--- config.mk ---
export PLATFORM = sky130hd
export DESIGN_NAME = mem_rr_arbiter_flat
export DESIGN_NICKNAME = d
export VERILOG_FILES = /design/src/rtl/mem_rr_arbiter_if.sv /design/src/rtl/mem_rr_arbiter.sv /design/src/flat_wrapper.sv
export SDC_FILE = /design/constraint.sdc
export NUM_CORES = 1
export LEC_CHECK = 0
export CAP_MARGIN = 0
export CORE_AREA = 2 2 156 158
export CTS_BUF_LIST = sky130_fd_sc_hd__clkbuf_4 sky130_fd_sc_hd__clkbuf_8
export CTS_CLUSTER_SIZE = 25
export DETAILED_ROUTE_END_ITERATION = 7
export DIE_AREA = 0 0 158 160
export GPL_TIMING_DRIVEN = 0
export SLEW_MARGIN = 10
export SYNTH_ARGS = -nofsm -noshare
export SYNTH_HDL_FRONTEND = slang
export SYNTH_SLANG_ARGS = --single-unit
--- constraint.sdc ---
create_clock -name clk -period 3.8 [get_ports clk]
set_input_delay 0.76 -clock clk [delete_from_list [all_inputs] [get_ports clk]]
set_output_delay 0.76 -clock clk [all_outputs]
set_load 0.01 [all_outputs]
--- src/rtl/mem_rr_arbiter_if.sv ---
// Bundle between mem_rr_arbiter, its requesters and the shared single-port resource.
// master is the arbiter's view; slave is the environment (requesters plus resource).
interface mem_rr_arbiter_if #(
    parameter int NREQ = 4,
    parameter int AW   = 32,
    parameter int DW   = 32
);
    logic [NREQ-1:0]    req;
    logic [NREQ-1:0]    req_we;
    logic [NREQ*AW-1:0] req_addr;
    logic [NREQ*DW-1:0] req_wdata;
    logic [NREQ-1:0]    gnt;
    logic [NREQ-1:0]    rsp_valid;
    logic [DW-1:0]      rsp_rdata;
    logic               mem_en;
    logic               mem_we;
    logic [AW-1:0]      mem_addr;
    logic [DW-1:0]      mem_wdata;
    logic [DW-1:0]      mem_rdata;
    logic               busy;

    modport master (
        input  req, req_we, req_addr, req_wdata, mem_rdata,
        output gnt, rsp_valid, rsp_rdata, mem_en, mem_we, mem_addr, mem_wdata, busy
    );

    modport slave (
        output req, req_we, req_addr, req_wdata, mem_rdata,
        input  gnt, rsp_valid, rsp_rdata, mem_en, mem_we, mem_addr, mem_wdata, busy
    );
endinterface

--- src/rtl/mem_rr_arbiter.sv ---
// Round-robin arbiter serialising NREQ requesters onto one fixed-latency single-port resource.
// One access in flight at a time; read data returns with a one-hot rsp_valid pulse.
module mem_rr_arbiter #(
    parameter int NREQ   = 4,
    parameter int AW     = 32,
    parameter int DW     = 32,
    parameter int RD_LAT = 2
) (
    input  logic             clk,
    input  logic             rst_n,
    mem_rr_arbiter_if.master bus
);
    localparam int IW = (NREQ > 1) ? $clog2(NREQ) : 1;
    localparam int CW = (RD_LAT > 1) ? $clog2(RD_LAT) : 1;
    localparam logic [IW-1:0] LAST_IDX = IW'(NREQ - 1);
    localparam logic [CW-1:0] CNT_LOAD = CW'(RD_LAT - 1);

    typedef enum logic [1:0] {IDLE, ISSUE, WAIT, RESP} state_t;

    state_t        state;
    logic [IW-1:0] ptr;
    logic [IW-1:0] sel;
    logic [CW-1:0] cnt;
    logic [IW-1:0] pick;
    logic          any;

    function automatic logic [NREQ-1:0] onehot(input logic [IW-1:0] i);
        logic [NREQ-1:0] v;
        v    = '0;
        v[i] = 1'b1;
        return v;
    endfunction

    // First requester at or above ptr, wrapping modulo NREQ.
    always_comb begin
        int            idx;
        logic [IW-1:0] cand;
        pick = ptr;
        any  = 1'b0;
        idx  = 0;
        cand = '0;
        for (int k = 0; k < NREQ; k++) begin
            idx = int'(ptr) + k;
            if (idx >= NREQ) idx = idx - NREQ;
            cand = IW'(idx);
            if (!any && bus.req[cand]) begin
                pick = cand;
                any  = 1'b1;
            end
        end
    end

    always_ff @(posedge clk or negedge rst_n) begin
        if (!rst_n) begin
            state         <= IDLE;
            ptr           <= '0;
            sel           <= '0;
            cnt           <= '0;
            bus.gnt       <= '0;
            bus.rsp_valid <= '0;
            bus.rsp_rdata <= '0;
            bus.mem_en    <= 1'b0;
            bus.mem_we    <= 1'b0;
            bus.mem_addr  <= '0;
            bus.mem_wdata <= '0;
            bus.busy      <= 1'b0;
        end else begin
            bus.gnt       <= '0;
            bus.rsp_valid <= '0;
            bus.mem_en    <= 1'b0;
            case (state)
                IDLE: begin
                    if (any) begin
                        state         <= ISSUE;
                        sel           <= pick;
                        bus.gnt       <= onehot(pick);
                        bus.mem_en    <= 1'b1;
                        bus.mem_we    <= bus.req_we[pick];
                        bus.mem_addr  <= bus.req_addr[int'(pick)*AW +: AW];
                        bus.mem_wdata <= bus.req_wdata[int'(pick)*DW +: DW];
                        bus.busy      <= 1'b1;
                    end
                end
                ISSUE: begin
                    ptr <= (sel == LAST_IDX) ? '0 : sel + 1'b1;
                    if (bus.mem_we) begin
                        state    <= IDLE;
                        bus.busy <= 1'b0;
                    end else begin
                        state <= WAIT;
                        cnt   <= CNT_LOAD;
                    end
                end
                // cnt hits zero exactly in cycle ISSUE+RD_LAT, when mem_rdata is valid.
                WAIT: begin
                    if (cnt == '0) begin
                        state         <= RESP;
                        bus.rsp_rdata <= bus.mem_rdata;
                        bus.rsp_valid <= onehot(sel);
                    end else begin
                        cnt <= cnt - 1'b1;
                    end
                end
                RESP: begin
                    state    <= IDLE;
                    bus.busy <= 1'b0;
                end
                default: begin
                    state    <= IDLE;
                    bus.busy <= 1'b0;
                end
            endcase
        end
    end
endmodule

--- src/flat_wrapper.sv ---
// flat-port wrapper written by rule: the top's interface ports become plain ports
module mem_rr_arbiter_flat 
#(
    parameter int NREQ   = 4,
    parameter int AW     = 32,
    parameter int DW     = 32,
    parameter int RD_LAT = 2
)
  (clk, rst_n, bus_req, bus_req_we, bus_req_addr, bus_req_wdata, bus_mem_rdata, bus_gnt, bus_rsp_valid, bus_rsp_rdata, bus_mem_en, bus_mem_we, bus_mem_addr, bus_mem_wdata, bus_busy);
  mem_rr_arbiter_if #(.NREQ(NREQ), .AW(AW), .DW(DW)) bus_i ();
  input  logic clk;
  input  logic rst_n;
  input wire logic [$bits(bus_i.req)-1:0] bus_req;
  input wire logic [$bits(bus_i.req_we)-1:0] bus_req_we;
  input wire logic [$bits(bus_i.req_addr)-1:0] bus_req_addr;
  input wire logic [$bits(bus_i.req_wdata)-1:0] bus_req_wdata;
  input wire logic [$bits(bus_i.mem_rdata)-1:0] bus_mem_rdata;
  output wire logic [$bits(bus_i.gnt)-1:0] bus_gnt;
  output wire logic [$bits(bus_i.rsp_valid)-1:0] bus_rsp_valid;
  output wire logic [$bits(bus_i.rsp_rdata)-1:0] bus_rsp_rdata;
  output wire logic [$bits(bus_i.mem_en)-1:0] bus_mem_en;
  output wire logic [$bits(bus_i.mem_we)-1:0] bus_mem_we;
  output wire logic [$bits(bus_i.mem_addr)-1:0] bus_mem_addr;
  output wire logic [$bits(bus_i.mem_wdata)-1:0] bus_mem_wdata;
  output wire logic [$bits(bus_i.busy)-1:0] bus_busy;
  assign bus_i.req = bus_req;
  assign bus_i.req_we = bus_req_we;
  assign bus_i.req_addr = bus_req_addr;
  assign bus_i.req_wdata = bus_req_wdata;
  assign bus_i.mem_rdata = bus_mem_rdata;
  assign bus_gnt = bus_i.gnt;
  assign bus_rsp_valid = bus_i.rsp_valid;
  assign bus_rsp_rdata = bus_i.rsp_rdata;
  assign bus_mem_en = bus_i.mem_en;
  assign bus_mem_we = bus_i.mem_we;
  assign bus_mem_addr = bus_i.mem_addr;
  assign bus_mem_wdata = bus_i.mem_wdata;
  assign bus_busy = bus_i.busy;
  mem_rr_arbiter #(.NREQ(NREQ), .AW(AW), .DW(DW), .RD_LAT(RD_LAT)) u_core (.clk(clk), .rst_n(rst_n), .bus(bus_i));
endmodule
==> results of run 1 <==
## state kept, by name, indices dropped and copies added, names as in the netlist, 2 cells and up, named ones only
register	cells
u_core.bus.mem_wdata	32
u_core.bus.rsp_valid	4
u_core.sel	2
u_core.ptr	2
u_core.bus.gnt	4
u_core.bus.mem_addr	32
u_core.bus.rsp_rdata	32
## stage by stage
step	hold WS (ns)	area [µm²]	util
after global routing	0.249	11200	0.470
after global placement	0.488	10800	0.453
after detailed placement	0.495	10800	0.454
after CTS	0.246	11200	0.470
final	0.242	11200	0.470
after floorplan	0.464	6330	-
## where the power goes
group | switching, W | internal [W]
logic | 0.00225 | 0.00218
clock network | 0.000636 | 0.000549
registers | 0.000332 | 0.00181
total | 0.00322 | 0.00454
## logic make-up (layout without fill, tap and decap cells)
kind of cell | count (synthesis) | after routing | synth area share
buf+inv | 130 | 567 | 0.0852
simple gates | 90 | 90 | 0.0593
compound gates | 211 | 211 | 0.236
flops | 114 | 114 | 0.451
fa+ha+maj | 4 | 4 | 0.00791
mux | 98 | 98 | 0.161
## placed cells by master (no fill, tap or decap), types with 5 or more instances in the layout
cell type        count
clkdlybuf4s50_1    403
buf_4                6
mux2i_1             65
clkbuf_1            31
nor2_1              72
a31oi_1             65
mux2_2              33
inv_6                6
buf_2               23
o21ai_0              5
inv_1               69
dfrtp_1            114
a211oi_1           129
clkbuf_8            17
## critical path: stages
cell and delay (ns):
clkdlybuf4s50_1 0.58, nor2b_1 0.07, o21ai_1 0.21, clkbuf_1 0.67, clkbuf_1 0.44, a31oi_1 0.15
a211oi_1 0.34, a211oi_1 0.11
## path summary, 6_finish.rpt
check                                              start                       end  slack, ns  cells past startpoint
worst max-delay path                          bus_req[3]   u_core.bus.mem_wdata[9]       0.79                      8
worst min-delay path                               rst_n   u_core.bus.mem_addr[17]       0.24                      1
worst max register to register             u_core.ptr[0]   u_core.bus.mem_wdata[9]       1.26                      7
worst min register to register  u_core.bus.rsp_rdata[26]  u_core.bus.rsp_rdata[26]       0.51                      1
max in group asynchronous                          rst_n    u_core.bus.mem_addr[2]       2.84                      2
min in group clk                u_core.bus.rsp_rdata[26]  u_core.bus.rsp_rdata[26]       0.51                      1
## layout make-up
| type | instances | area, µm² | share of cell area |
|---|---|---|---|
| repair buffers | 405 | 4070 | 0.363 |
| multi-input cells | 403 | 2940 | 0.262 |
| flip-flops and latches | 114 | 2850 | 0.255 |
| well taps | 324 | 405 | 0.0362 |
| plain buffers | 60 | 277 | 0.0247 |
| inverters | 70 | 263 | 0.0235 |
| clock buffers | 17 | 234 | 0.0209 |
| clock inverters | 15 | 161 | 0.0144 |
## per-layer routing
layer | wire length (µm) | share of wire
met1 | 11200 | 0.40
met2 | 13700 | 0.49
met3 | 2470 | 0.089
met4 | 378 | 0.014
met5 | 0 | 0
==> results.json, run 1 <==
{
  "status": "finished clean",
  "synth.yosys.seq_area_share": 0.451,
  "viasPerCell": 4.79,
  "postCtsSetupBuffers": 0,
  "clk_path_buf_depth": 2,
  "antenna_cells": 0,
  "setup_viol": 0,
  "die_area_mm2": 0.0253,
  "synth_top_area_frac": 0.451,
  "grtUsageMet1": 0.259,
  "slew_headroom": 0.430,
  "drt-total-wl_mm": 27.8,
  "use_met3": 0.0676,
  "avgRoutedWirePerCell_um": 19.8,
  "cts_sinks": 114,
  "synth_ff_type": "dfrtp_1",
  "grt_max_degree": 68,
  "grt.busiest_layer": "met2",
  "antenna_found_initial": 0,
  "start_kind": "input pin",
  "dp_hpwl_mm": 21.4,
  "fin_crit_sh": 0.793,
  "endpoint_kind": "register",
  "arrival_ns": 3.33,
  "hold_path_class": "in -> async",
  "io_pins": 405,
  "tightest_slew_ns": 0.855,
  "ys_seq_elements": 114,
  "p_total_w": 0.00776,
  "nFillCells": 2374,
  "rsz0062_at_grt": "false",
  "cts-htree-levels": 4,
  "leakage_nw": 4.62,
  "timing.final.ws_setup_ns": 0.786,
  "area_growth_pct": 77.0,
  "drcViolationCount": 0,
  "yosysUniqueCellTypes": 29,
  "dr.first_iter.drc_count": 327,
  "insertion_delay_ns": 0.45,
  "io_buffer_count": 404,
  "num_rows": 57,
  "synth-edff-count": 0,
  "pwr_density_cell_mw_per_mm2": 693,
  "synth_warnings": 0,
  "postRouteAntennaNets": 0,
  "cts_hold_buf": 0,
  "grt_pass1_wl_mm": 40.8,
  "critPathRequiredTime_ns": 4.12,
  "hold_viol_final": 0,
  "fin_nets": 1373,
  "min_period_ns": 3.01,
  "gr-total-overflow": 0,
  "synthArstFlopShare": 1.00,
  "cts_tree": "done",
  "yosysMostFrequentCell": "a211oi_1",
  "stdcell_count": 1408,
  "syn_nets": 949,
  "max-vdd-ir-drop_v": 0.000237,
  "initial_utilization": 0.266,
  "worst-path-max-fanout": 10,
  "cap_violations": 0,
  "cts_resized": 0,
  "maxSlewViolCount": 0,
  "dp_slack_ns": 0.346,
  "dp.cells": 1376,
  "finalSetupTns_ns": 0,
  "synth_common_cells": "a211oi_1, dfrtp_1, nor2_1, inv_1",
  "core_mm2": 0.0238,
  "synth_area_mm2": 0.00633,
  "clk_pin_slew_worst_paths_ns": 0.09,
  "syn_area_per_cell_um2": 9.79,
  "die_h_um": 160,
  "synthCells": 647,
  "worstSetupPathType": "in -> reg",
  "numCtsBuffers": 17,
  "drive_gt1_frac": 0.0904,
  "vias": 6738,
  "die-width_um": 158,
  "synth.area.top_cells": "dfrtp_1, a211oi_1, mux2i_1, a31oi_1, mux2_2",
  "cts_root_buffer": "clkbuf_8",
  "globalRouteMet2Util": 0.379,
  "grt_pass1_vias": 6723,
  "gp_congestion": 0.870,
  "finClkSkew_ns": 0.0156,
  "fmax_mhz": 332,
  "firstDrtPassIters": 5,
  "grt.total_usage": 0.217,
  "synth_top_area_cell": "dfrtp_1"
}
Power figures use the tool's default switching activity.
==> run 2: changes to the inputs <==
Settings changed: CORE_AREA 2 2 156 158 to 2 2 158 160, DIE_AREA 0 0 158 160 to 0 0 160 162.
Clock period 3.8 ns to 2.8 ns, I/O delays scaled along.
==> results.json, run 2 (synthesis gave the netlist of run 1 again) <==
{
  "status": "finished clean",
  "cpPeakStageDelay_ns": 0.59,
  "io_pins": 405,
  "fin_nets": 1372,
  "cts_resized": 0,
  "fmax_mhz": 386,
  "final_util": 0.465,
  "cts_root_buffer": "clkbuf_8",
  "grt_max_degree": 72,
  "worstSetupPathType": "in -> reg",
  "drt-total-wl_mm": 27.8,
  "worst-path-max-fanout": 10,
  "start_kind": "input pin",
  "grt.total_usage": 0.212,
  "leakage_nw": 4.63,
  "seqCellArea_mm2": 0.00285,
  "dp_hpwl_mm": 21.3,
  "grt_pass1_vias": 7005,
  "gr-total-overflow": 0,
  "avgRoutedWirePerCell_um": 19.7,
  "cts_sinks": 114,
  "nFillCells": 2456,
  "hold_viol_final": 0,
  "clk_pin_slew_worst_paths_ns": 0.09,
  "max-vdd-ir-drop_v": 0.000336,
  "antenna_found_initial": 0,
  "die_h_um": 162,
  "cts_hold_buf": 0,
  "cp_slowest_cell": "clkdlybuf4s50_1",
  "critPathRequiredTime_ns": 3.15,
  "holdWs_ns": 0.0468,
  "cts-htree-levels": 4,
  "mostFrequentLayoutCells": "clkdlybuf4s50_1, a211oi_1, dfrtp_1",
  "arrival_ns": 2.94,
  "cts_tree": "done",
  "rsz0062_at_grt": "false",
  "cap_violations": 0,
  "final_common_cell": "clkdlybuf4s50_1",
  "antenna_cells": 0,
  "tightest_slew_ns": 0.660,
  "placed_area_mm2": 0.0108,
  "vias": 6722,
  "postCtsSetupBuffers": 0,
  "hold_path_class": "in -> async",
  "firstDrtPassIters": 5,
  "initial_utilization": 0.263,
  "drcViolationCount": 0,
  "io_buffer_count": 404,
  "slew_headroom": 0.558,
  "viasPerCell": 4.78,
  "core_mm2": 0.0241,
  "path_cells": "clkdlybuf4s50_1 -> nor2b_1 -> o21bai_1 -> and3_1 -> buf_2 -> buf_4 -> buf_2 -> a211oi_1 -> a211oi_1",
  "postRouteAntennaNets": 0,
  "dr.first_iter.drc_count": 301,
  "area_growth_pct": 77.0,
  "top_regs": "u_core.bus.mem_addr (32), u_core.bus.mem_wdata (32), u_core.bus.rsp_rdata (32)",
  "clk_path_buf_depth": 2,
  "die_area_mm2": 0.0259,
  "drive_gt1_frac": 0.0933,
  "num_rows": 57,
  "multi_input_area_mm2": 0.00294,
  "grt_pass1_wl_mm": 41.9,
  "pwr_density_cell_mw_per_mm2": 941,
  "fin_area_mm2": 0.0112,
  "min_period_ns": 2.59,
  "setup_viol": 0,
  "finClkSkew_ns": 0.0109,
  "fin_crit_sh": 0.926,
  "numCtsBuffers": 17,
  "insertion_delay_ns": 0.43,
  "maxSlewViolCount": 0,
  "die-width_um": 160,
  "gp_congestion": 0.853,
  "endpoint_kind": "register"
}
==> run 2: changes by cell type in the layout (fill, tap and decap cells not counted) <==
cell,delta
inv_6,+1
clkinv_4,-2
clkinvlp_4,+1
clkbuf_1,-4
clkbuf_2,+3
==> run 2: metal layers <==
metal / part of all wire / vias up / global-route usage
met4: 0.020 / 0 / 0.0606
met1: 0.41 / 3162 / 0.254
met5: 0 / - / 0
met2: 0.50 / 310 / 0.371
met3: 0.079 / 34 / 0.0623
li1: - / 3216 / -
==> run 2: worst max-delay path, delay by kind of cell <==
kind            cells  cell delay [ns]
buf+inv             4             1.46
simple gates        2             0.26
compound gates      3             0.64
==> run 2: worst paths after layout <==
kind	start	to	slack, ns	cells past startpoint
setup / recovery	bus_req[1]	u_core.bus.mem_addr[27]	0.21	9
hold / removal	rst_n	u_core.bus.mem_addr[13]	0.05	1
setup reg to reg	u_core.ptr[0]	u_core.bus.mem_addr[27]	0.50	8
hold reg to reg	u_core.bus.rsp_rdata[23]	u_core.bus.rsp_rdata[23]	0.51	1
max in group asynchronous	rst_n	u_core.bus.mem_wdata[27]	2.03	2
min in group clk	u_core.bus.rsp_rdata[23]	u_core.bus.rsp_rdata[23]	0.51	1
==> run 2: stage by stage <==
stage               power, W  std cells  setup WS, ns  TNS, ns
finish                0.0105       1407         0.208        0
global route          0.0113       1407       0.00846        0
CTS                   0.0107       1408        0.0909        0
detailed placement   0.00904       1376        -0.403   -15.58
global placement     0.00896       1375         -3.67  -430.92
floorplan            0.00592        647         0.877        0
==> run 2: area by class of cell <==
type / instances / area share
multi-input cells: 403 / 0.262
flip-flops and latches: 114 / 0.255
clock inverters: 15 / 0.0143
inverters: 70 / 0.0235
plain buffers: 59 / 0.0247
repair buffers: 405 / 0.364
well taps: 324 / 0.0362
clock buffers: 17 / 0.0209
==> run 2: where the power goes <==
part	internal, W	total [W]	switching, W
sequential	0.00246	0.00290	0.000441
clock	0.000746	0.00161	0.000865
combinational	0.00295	0.00603	0.00307
